===== src/rtl/filter_pkg.sv =====
// rtl/filter_pkg.sv - shared widths, window slot offsets and FSM encoding for the 3x3 filter scan
package filter_pkg;

  localparam int PIX_W = 8;
  localparam int WIN_W = 72;
  localparam int DEPTH = 10000;

  // Bit offsets of each 8-bit slot inside the window bus (p00 = top-left, MSB first)
  localparam int P00 = 64;
  localparam int P01 = 56;
  localparam int P02 = 48;
  localparam int P10 = 40;
  localparam int P11 = 32;
  localparam int P12 = 24;
  localparam int P20 = 16;
  localparam int P21 = 8;
  localparam int P22 = 0;

  typedef enum logic [1:0] {
    IDLE  = 2'd0,
    READ  = 2'd1,
    DRAIN = 2'd2,
    DONE  = 2'd3
  } state_t;

endpackage


===== src/rtl/filter_scan_ctrl_if.sv =====
// rtl/filter_scan_ctrl_if.sv - handshake, source RAM, window and result RAM signals of the scan controller
interface filter_scan_ctrl_if
  import filter_pkg::*;
#(
  parameter int AW = 14
);

  logic             start;
  logic             busy;
  logic             done;
  logic             rd_en;
  logic [AW-1:0]    rd_addr;
  logic [PIX_W-1:0] rd_data;
  logic [WIN_W-1:0] win_bus;
  logic             win_valid;
  logic [PIX_W-1:0] filt_in;
  logic             wr_en;
  logic [AW-1:0]    wr_addr;
  logic [PIX_W-1:0] wr_data;

  // Environment side: issues start, supplies source pixels and filter results
  modport master (
    output start, rd_data, filt_in,
    input  busy, done, rd_en, rd_addr, win_bus, win_valid, wr_en, wr_addr, wr_data
  );

  // Controller side
  modport slave (
    input  start, rd_data, filt_in,
    output busy, done, rd_en, rd_addr, win_bus, win_valid, wr_en, wr_addr, wr_data
  );

endinterface


===== src/rtl/scan_line_buf.sv =====
// rtl/scan_line_buf.sv - one image row of pixels, one write and one combinational read per cycle
module scan_line_buf
  import filter_pkg::*;
#(
  parameter int LEN = 100,
  parameter int LAW = $clog2(LEN)
) (
  input  logic             clk_i,
  input  logic             wr_en_i,
  input  logic [LAW-1:0]   wr_addr_i,
  input  logic [PIX_W-1:0] wr_data_i,
  input  logic [LAW-1:0]   rd_addr_i,
  output logic [PIX_W-1:0] rd_data_o
);

  logic [PIX_W-1:0] mem_q [LEN];

  // Store the column's pixel; a same-cycle read still returns the previous row's value
  always_ff @(posedge clk_i) begin
    if (wr_en_i) mem_q[wr_addr_i] <= wr_data_i;
  end

  assign rd_data_o = mem_q[rd_addr_i];

endmodule


===== src/rtl/filter_scan_ctrl.sv =====
// rtl/filter_scan_ctrl.sv - raster-scan sequencer building 3x3 windows and writing filtered pixels
module filter_scan_ctrl
  import filter_pkg::*;
#(
  parameter int IMG_W    = 100,
  parameter int IMG_H    = 100,
  parameter int AW       = 14,
  parameter int FILT_LAT = 2
) (
  input  logic                 clk_i,
  input  logic                 rst_i,
  filter_scan_ctrl_if.slave    bus
);

  localparam int            CW        = $clog2(IMG_W);
  localparam int            RW        = $clog2(IMG_H);
  localparam logic [AW-1:0] LAST_ADDR = AW'(IMG_W * IMG_H - 1);
  localparam logic [AW-1:0] CTR_OFS   = AW'(IMG_W + 1);

  state_t           state_q;
  logic             busy_q, done_q, rd_en_q;
  logic [AW-1:0]    rd_addr_q;

  logic             pix_vld_q;
  logic [CW-1:0]    col_q;
  logic [RW-1:0]    row_q;
  logic [AW-1:0]    pix_addr_q;
  logic [WIN_W-1:0] win_q, win_d;

  logic [FILT_LAT:0] vld_q;
  logic [AW-1:0]     ctr_q [FILT_LAT+1];
  logic              wr_en_q;
  logic [AW-1:0]     wr_addr_q;
  logic [PIX_W-1:0]  wr_data_q;

  logic [PIX_W-1:0] lb0_rd, lb1_rd;
  logic             interior, pipe_busy;

  assign interior  = (row_q >= RW'(2)) && (col_q >= CW'(2));
  assign pipe_busy = pix_vld_q | (|vld_q);

  scan_line_buf #(.LEN(IMG_W)) u_lb0 (
    .clk_i     (clk_i),
    .wr_en_i   (pix_vld_q),
    .wr_addr_i (col_q),
    .wr_data_i (bus.rd_data),
    .rd_addr_i (col_q),
    .rd_data_o (lb0_rd)
  );

  scan_line_buf #(.LEN(IMG_W)) u_lb1 (
    .clk_i     (clk_i),
    .wr_en_i   (pix_vld_q),
    .wr_addr_i (col_q),
    .wr_data_i (lb0_rd),
    .rd_addr_i (col_q),
    .rd_data_o (lb1_rd)
  );

  // Frame sequencing: issue one read per cycle, then wait for the write pipeline to empty
  always_ff @(posedge clk_i) begin
    if (rst_i) begin
      state_q   <= IDLE;
      busy_q    <= 1'b0;
      done_q    <= 1'b0;
      rd_en_q   <= 1'b0;
      rd_addr_q <= '0;
    end else begin
      case (state_q)
        IDLE: begin
          done_q <= 1'b0;
          if (bus.start) begin
            state_q   <= READ;
            busy_q    <= 1'b1;
            rd_en_q   <= 1'b1;
            rd_addr_q <= '0;
          end
        end
        READ: begin
          if (rd_addr_q == LAST_ADDR) begin
            rd_en_q <= 1'b0;
            state_q <= DRAIN;
          end else begin
            rd_addr_q <= rd_addr_q + AW'(1);
          end
        end
        DRAIN: begin
          if (!pipe_busy) begin
            state_q <= DONE;
            done_q  <= 1'b1;
          end
        end
        DONE: begin
          state_q <= IDLE;
          done_q  <= 1'b0;
          busy_q  <= 1'b0;
        end
        default: state_q <= IDLE;
      endcase
    end
  end

  // Window shifts left; the new right column is {two rows up, one row up, returning pixel}
  always_comb begin
    win_d           = win_q;
    win_d[P00 +: 8] = win_q[P01 +: 8];
    win_d[P01 +: 8] = win_q[P02 +: 8];
    win_d[P02 +: 8] = lb1_rd;
    win_d[P10 +: 8] = win_q[P11 +: 8];
    win_d[P11 +: 8] = win_q[P12 +: 8];
    win_d[P12 +: 8] = lb0_rd;
    win_d[P20 +: 8] = win_q[P21 +: 8];
    win_d[P21 +: 8] = win_q[P22 +: 8];
    win_d[P22 +: 8] = bus.rd_data;
  end

  // Pixel stage: absorb returning pixels and track their row/column/address
  always_ff @(posedge clk_i) begin
    if (rst_i) begin
      pix_vld_q  <= 1'b0;
      col_q      <= '0;
      row_q      <= '0;
      pix_addr_q <= '0;
      win_q      <= '0;
    end else begin
      pix_vld_q <= rd_en_q;
      if (state_q == IDLE && bus.start) begin
        col_q      <= '0;
        row_q      <= '0;
        pix_addr_q <= '0;
      end else if (pix_vld_q) begin
        win_q      <= win_d;
        pix_addr_q <= pix_addr_q + AW'(1);
        if (col_q == CW'(IMG_W - 1)) begin
          col_q <= '0;
          row_q <= row_q + RW'(1);
        end else begin
          col_q <= col_q + CW'(1);
        end
      end
    end
  end

  // Window valid and centre address ride alongside the filter latency, then register the write
  always_ff @(posedge clk_i) begin
    if (rst_i) begin
      vld_q     <= '0;
      for (int k = 0; k <= FILT_LAT; k++) ctr_q[k] <= '0;
      wr_en_q   <= 1'b0;
      wr_addr_q <= '0;
      wr_data_q <= '0;
    end else begin
      vld_q[0] <= pix_vld_q && interior;
      ctr_q[0] <= pix_addr_q - CTR_OFS;
      for (int k = 1; k <= FILT_LAT; k++) begin
        vld_q[k] <= vld_q[k-1];
        ctr_q[k] <= ctr_q[k-1];
      end
      wr_en_q <= vld_q[FILT_LAT];
      if (vld_q[FILT_LAT]) begin
        wr_addr_q <= ctr_q[FILT_LAT];
        wr_data_q <= bus.filt_in;
      end
    end
  end

  assign bus.busy      = busy_q;
  assign bus.done      = done_q;
  assign bus.rd_en     = rd_en_q;
  assign bus.rd_addr   = rd_addr_q;
  assign bus.win_bus   = win_q;
  assign bus.win_valid = vld_q[0];
  assign bus.wr_en     = wr_en_q;
  assign bus.wr_addr   = wr_addr_q;
  assign bus.wr_data   = wr_data_q;

endmodule


===== src/flat_wrapper.sv =====
// flat-port wrapper written by rule: the top's interface ports become plain ports
module filter_scan_ctrl_flat import filter_pkg::*;
#(
  parameter int IMG_W    = 100,
  parameter int IMG_H    = 100,
  parameter int AW       = 14,
  parameter int FILT_LAT = 2
)
  (clk_i, rst_i, bus_start, bus_rd_data, bus_filt_in, bus_busy, bus_done, bus_rd_en, bus_rd_addr, bus_win_bus, bus_win_valid, bus_wr_en, bus_wr_addr, bus_wr_data);
  filter_scan_ctrl_if #(.AW(AW)) bus_i ();
  input  logic clk_i;
  input  logic rst_i;
  input wire logic [$bits(bus_i.start)-1:0] bus_start;
  input wire logic [$bits(bus_i.rd_data)-1:0] bus_rd_data;
  input wire logic [$bits(bus_i.filt_in)-1:0] bus_filt_in;
  output wire logic [$bits(bus_i.busy)-1:0] bus_busy;
  output wire logic [$bits(bus_i.done)-1:0] bus_done;
  output wire logic [$bits(bus_i.rd_en)-1:0] bus_rd_en;
  output wire logic [$bits(bus_i.rd_addr)-1:0] bus_rd_addr;
  output wire logic [$bits(bus_i.win_bus)-1:0] bus_win_bus;
  output wire logic [$bits(bus_i.win_valid)-1:0] bus_win_valid;
  output wire logic [$bits(bus_i.wr_en)-1:0] bus_wr_en;
  output wire logic [$bits(bus_i.wr_addr)-1:0] bus_wr_addr;
  output wire logic [$bits(bus_i.wr_data)-1:0] bus_wr_data;
  assign bus_i.start = bus_start;
  assign bus_i.rd_data = bus_rd_data;
  assign bus_i.filt_in = bus_filt_in;
  assign bus_busy = bus_i.busy;
  assign bus_done = bus_i.done;
  assign bus_rd_en = bus_i.rd_en;
  assign bus_rd_addr = bus_i.rd_addr;
  assign bus_win_bus = bus_i.win_bus;
  assign bus_win_valid = bus_i.win_valid;
  assign bus_wr_en = bus_i.wr_en;
  assign bus_wr_addr = bus_i.wr_addr;
  assign bus_wr_data = bus_i.wr_data;
  filter_scan_ctrl #(.IMG_W(IMG_W), .IMG_H(IMG_H), .AW(AW), .FILT_LAT(FILT_LAT)) u_core (.clk_i(clk_i), .rst_i(rst_i), .bus(bus_i));
endmodule

===== config.mk =====
export PLATFORM = sky130hd
export DESIGN_NAME = filter_scan_ctrl_flat
export DESIGN_NICKNAME = d
export VERILOG_FILES = /design/src/rtl/filter_pkg.sv /design/src/rtl/filter_scan_ctrl_if.sv /design/src/rtl/scan_line_buf.sv /design/src/rtl/filter_scan_ctrl.sv /design/src/flat_wrapper.sv
export SDC_FILE = /design/constraint.sdc
export NUM_CORES = 2
export LEC_CHECK = 0
export CAP_MARGIN = 20
export CORE_MARGIN = 5
export CORE_UTILIZATION = 55
export CTS_BUF_LIST = sky130_fd_sc_hd__clkbuf_2 sky130_fd_sc_hd__clkbuf_4 sky130_fd_sc_hd__clkbuf_8
export DETAILED_ROUTE_END_ITERATION = 6
export GPL_ROUTABILITY_DRIVEN = 0
export PLACE_DENSITY = 0.72
export RECOVER_POWER = 50
export SETUP_SLACK_MARGIN = 0.3
export SLEW_MARGIN = 10
export SYNTH_ARGS = -nofsm -noshare
export SYNTH_HDL_FRONTEND = slang
export SYNTH_HIERARCHICAL = 1
export SYNTH_SLANG_ARGS = --single-unit

===== constraint.sdc =====
create_clock -name clk_i -period 11.2 [get_ports clk_i]
set_clock_uncertainty 0.2 [all_clocks]
set_input_delay 1.68 -clock clk_i [delete_from_list [all_inputs] [get_ports clk_i]]
set_output_delay 1.68 -clock clk_i [all_outputs]
set_load 0.005 [all_outputs]

; Yosys cells after proc, flatten, opt, wreduce, memory -nomap -nowiden
; Memory sizes are Yosys's and may differ from the RTL's. A register that Yosys moved wholly into a read port is not among the register bits.
; Cells that the tools add are included.
[totals]
word_cells = 78
ff_bits = 132
n_memories = 3
ram_bits = 1642
in_bits = 19
[memory_table]
columns = name, words, width, read_ports, rd_ports_with_merged_regs, wr, line
row1 = u_core.u_lb0.mem_q, 100, 8, 1, 1, 1, scan_line_buf.sv:16  ; logic [PIX_W-1:0] mem_q [LEN];
row2 = u_core.u_lb1.mem_q, 100, 8, 1, 1, 1, scan_line_buf.sv:16
row3 = u_core.ctr_q, 3, 14, 3, 1, 3, filter_scan_ctrl.sv:31  ; logic [AW-1:0] ctr_q [FILT_LAT+1];
[classes]
n_bitwise = 5
n_addsub = 5
magnitude_cmp = 2
eq_ne = 9
muxes = 24
reduce_logical = 17
[ops]
columns = operator, n
row1 = two-way mux 14 bit, 5
row2 = "adder 14 x 1 -> 14 bit, second input constant", 2
row3 = case mux 14 bit (2 select lines), 1
row4 = two-way mux 7 bit, 3
row5 = "adder 7 x 1 -> 7 bit, second input constant", 2
row6 = "== test 14 bit, second input constant", 1
row7 = "greater-or-equal comparator 7 x 2 -> 1 bit, second input constant", 2
row8 = "subtractor 14 x 7 -> 14 bit, second input constant", 1
row9 = AND reduction 3 bit, 3
row10 = two-way mux 1 bit, 8
row11 = case mux 2 bit (4 select lines), 1
row12 = AND reduction 2 bit, 4
row13 = "== test 7 bit, second input constant", 1
row14 = two-way mux 2 bit, 3
row15 = "!= test 2 bit, second input constant", 3
row16 = case mux 1 bit (2 select lines), 3
row17 = nonzero test 2 bit, 3
row18 = "== test 2 bit, second input constant", 2
row19 = bitwise OR 1 bit, 4
row20 = OR reduction 2 bit, 2
row21 = logical AND 1 bit, 3
row22 = OR reduction 3 bit, 1
row23 = "== test 2 x 1 -> 1 bit, second input constant", 1
row24 = zero test 2 bit, 1
row25 = 2 further kinds, 2

; Logic depth before layout (Yosys ltp)
[logic_depth]
word_depth = 4
mapped_depth = 10

; Modules after synthesis
; The synthesis kept the hierarchy.
[by_module_without_submodules]
columns = module, instances, cells_per_inst, seq_area_each_um2, area_per_inst_um2
row1 = scan_line_buf, 2, 1376, 24023.0, 30960.9
row2 = filter_scan_ctrl, 1, 810, 3763.6, 7113.1

; Worst setup path after synthesis
; No wires, ideal clock.
[synth_path]
path_type = reg2reg
start = register u_core/col_q[4] (netlist name)
end = memory u_core.u_lb1.mem_q[0][3] (data pin)
stages_incl_launch_ff = 7
path_buffers = 3
setup_ns = 1.242
path_slack_ns = 2.634
arrival_ns = 7.124
path_cell_list = dfxtp_1 -> buf_2 -> buf_2 -> buf_1 -> mux4_2 -> o22ai_1 -> nor4_1
[synth_lines]
columns = item, line
row1 = to (decl), scan_line_buf.sv:16

; Worst setup path after layout
[layout_path]
start = register u_core.col_q[0]
end = memory u_core.u_lb0.mem_q[69][1], enable pin
[layout_lines]
columns = item, line
row1 = from (decl), filter_scan_ctrl.sv:25  ; logic [CW-1:0] col_q;
row2 = from (signal assigned), filter_scan_ctrl.sv:138  ; col_q <= col_q + CW'(1);
row3 = to (decl), scan_line_buf.sv:16
; Straight into the memory's write port.

==> impl_metrics.csv <==
group,metric,value,unit
power,vdd_drop_max,0.000139,V
drt,vias,35300,
worst_setup_path,cp_cell_sequence,"buf_4 > clkbuf_1 > nand3_1 > nor2_1",
floorplanning,start_util,0.551,
floorplanning,fp-row-count,130,
synth,seq_area_frac_synth,0.750,
timing,rsz0062_at_grt,"false",
clocking,clockBufferDepth,4,
worst_setup_path,critical-path-max-stage-delay,2.44,ns
finish,final_common_cell,"edfxtp_1",
timing,setup_ws,3.68,ns
timing,worstMarginPinSlew,4.50,ns
drt,first_iter_violations,3870,
power,power.leakage,23.7,nW
flow_run,cap_violations,15,
clocking,cts_tree,"done",
finish,drive_gt1_frac,0.238,
finish,fillers,8682,
grt,grtUsageMet1,0.332,
finish,fin_util,0.617,
placed_design,placed_cell_area,71800,µm²
finish,nNetsFinal,3872,
drt,first_pass_iters,6,
timing,setup_violations,0,
synth,synth-seq-cells,1788,
worst_hold_path,whs_path_depth,1,
worst_setup_path,reg2reg_depth,4,
timing,fin_crit_sh,0.671,
timing,setup_tns,0,ns
drt,viasPerCell,6.21,
worst_setup_path,critPathCaptureType,"flip-flop",
worst_setup_path,crit_slowest_cell,"clkbuf_1",
synth,synth_cell_type_count,57,
synth,synth-edff-count,1600,
placed_design,io_buffers,131,
floorplanning,die_h,364,µm
power,power.density,180,nW/µm²
grt,grt_use_met2,0.369,
clocking,cts_root_buf,"clkbuf_8",
floorplanning,ioPinCount,132,
grt,grt_use_total,0.234,
drt,route.final.wire_length,153000,µm
grt,grt_start_max_net_pins,133,
placed_design,dp_hpwl,88400,µm
drt,route.detailed.drc,0,
finish,multi_input_area,16200,µm²
synth,syn_area,69000,µm²
clocking,cts_sinks,1788,
finish,area_delta_synth_final,12.0,%
timing,hold_violations,0,
clocking,ctsResizeCount,0,
grt,gr-max-usage-layer,"met2",
finish,final_cell_mix,"edfxtp_1, mux4_2, clkbuf_8",
status,outcome,"finished, violations left",
timing,max_clock_freq,133,MHz
finish,fin_cells,5689,
synth,synthFlopType,"edfxtp_1",
grt,antenna_found_initial,1,
timing,maxSlewHeadroom,-2.00,
worst_setup_path,crit_arrival,7.86,ns
floorplanning,die_w,364,µm
synth,syn-instance-count,3562,
synth,synth_nets,3593,
synth,synth_area_per_cell,19.4,µm²
drt,drtAntennaViolNets,0,
clocking,clkTransAtPathRegs,0.06,ns
placed_design,dp.cells,5188,
clocking,ctsHtreeMaxLevel,5,
grt,grt_pass1_wl,230000,µm
status,violations,"max-capacitance violations, max-slew violations",
worst_setup_path,crit_type,"reg -> reg",
worst_hold_path,min_path_type,"reg -> reg",
synth,synthArstFlopShare,0,
worst_setup_path,cp_max_fo,41,
finish,final_area,77300,µm²
drt,routedWlPerCell,26.9,µm
placed_design,pre_cts_ws,5.68,ns
synth,ys_warn_count,6,
timing,fin_crit,7.52,ns
clocking,post_cts_buffers,0,
worst_setup_path,start_kind,"flip-flop",
worst_setup_path,crit_required,11.54,ns
clocking,cts_hold_buf,0,
clocking,clock_latency,0.96,ns
grt,grt_pass1_vias,35700,
floorplanning,fp.dieArea,133000,µm²
finish,regArea,51800,µm²
floorplanning,core-area,125000,µm²
clocking,cts_buffers,297,
grt,use_met3,0.0567,
timing,finalMaxSlewViolations,1085,
grt,grt_remaining_overflow,0,
## stage by stage
step | hold WS [ns] | power (mW)
after detailed placement | 0.223 | 8.69
after CTS | 0.237 | 14.1
after global routing | 0.251 | 14.5
after global placement | 0.217 | 8.67
after floorplan | 0.214 | 8.36
final | 0.234 | 13.9
## cell type report
class	count	share of cell area
clock inverter	93	0.00691
tap	1650	0.0267
timing repair buffer	181	0.0211
antenna	1	0.0000324
inverter	18	0.000874
multi-input combinational	1555	0.210
sequential	1788	0.670
clock buffer	403	0.0642
## registers in the layout (all words and copies together), names as in the netlist
signal	flops
u_core/bus.done	1
u_core/pix_vld_q	1
u_core/bus.wr_addr	14
u_core/pix_addr_q	14
u_core/bus.rd_addr	14
u_core/state_q	2
u_core/row_q	7
u_core/bus.wr_en	1
u_core/bus.busy	1
u_core/bus.wr_data	8
u_core/ctr_q	42
u_core/bus.rd_en	1
u_core/col_q	7
u_core/u_lb0/mem_q	800
u_core/u_lb1/mem_q	800
u_core/bus.win_bus	72
u_core/vld_q	3
## worst max-delay path: cells and delay by family, from the launching register on
kind,cells,cell delay [ns]
buffers and inverters,2,3.13
DFF,1,0.82
and+or+nand+nor,2,2.91
## logic make-up after synthesis
| group | share of synthesized area |
|---|---|
| xor gates and xnor gates | 0.00343 |
| adders and majority gates | 0.00217 |
| buffers and inverters | 0.0157 |
| and+or+nand+nor | 0.0503 |
| AOI/OAI and AO/OA | 0.0227 |
| muxes | 0.155 |
| DFF | 0.750 |
## path summary, 6_finish.rpt
path / from / endpoint / slack, ns
max: u_core/col_q[0] / u_core/u_lb0/mem_q[69][1] / 3.68
min reg2reg: u_core/ctr_q[0][10] / u_core/ctr_q[1][10] / 0.23
max reg2reg: u_core/col_q[0] / u_core/u_lb0/mem_q[69][1] / 3.68
min: u_core/ctr_q[0][10] / u_core/ctr_q[1][10] / 0.23
## power by group
group          total (mW)  internal (mW)  leakage (nW)  switching (mW)
Sequential           7.51           7.48          15.9          0.0388
Combinational        1.03          0.382          4.83           0.650
Clock                5.38           2.97          2.92            2.41
Total                13.9           10.8          23.7            3.10
## layer usage
layer,wire (µm),part of all wire
met1,60700,0.40
met2,74400,0.49
met3,14100,0.092
met4,3910,0.026
met5,0,0
## synthesized netlist by cell type (all sizes together) (2+ instances only)
cell	count	share of area
edfxtp	1600	0.70
mux4	452	0.15
nor2	299	0.016
nand2	212	0.012
dfxtp	188	0.055
a21oi	103	0.0075
buf	102	0.0093
clkbuf	99	0.0054
nor2b	65	0.0059
nand3	55	0.0040
a22oi	52	0.0057
mux2i	49	0.0071
nor4	26	0.0024
o22ai	24	0.0022
nand4	23	0.0021
inv	18	0.00098
nor3	17	0.0012
xnor2	17	0.0022
or3	14	0.0013
o21ai	13	0.00094
ha	12	0.0022
nand2b	12	0.0011
or4	10	0.0011
xor2	10	0.0013
a31oi	9	0.00082
o31ai	9	0.00098
nand3b	7	0.00076
a211oi	6	0.00065
o211ai	6	0.00065
or2	6	0.00054
and2	5	0.00045
a221oi	4	0.00051
mux2	4	0.00065
and3	3	0.00027
and3b	3	0.00038
o32ai	3	0.00038
a311oi	2	0.00025
a32oi	2	0.00025
and4	2	0.00025
nor3b	2	0.00022
o2111ai	2	0.00025
o311a	2	0.00029
o311ai	2	0.00025
o31a	2	0.00025
No activity file was read; power rests on OpenSTA's default activity.
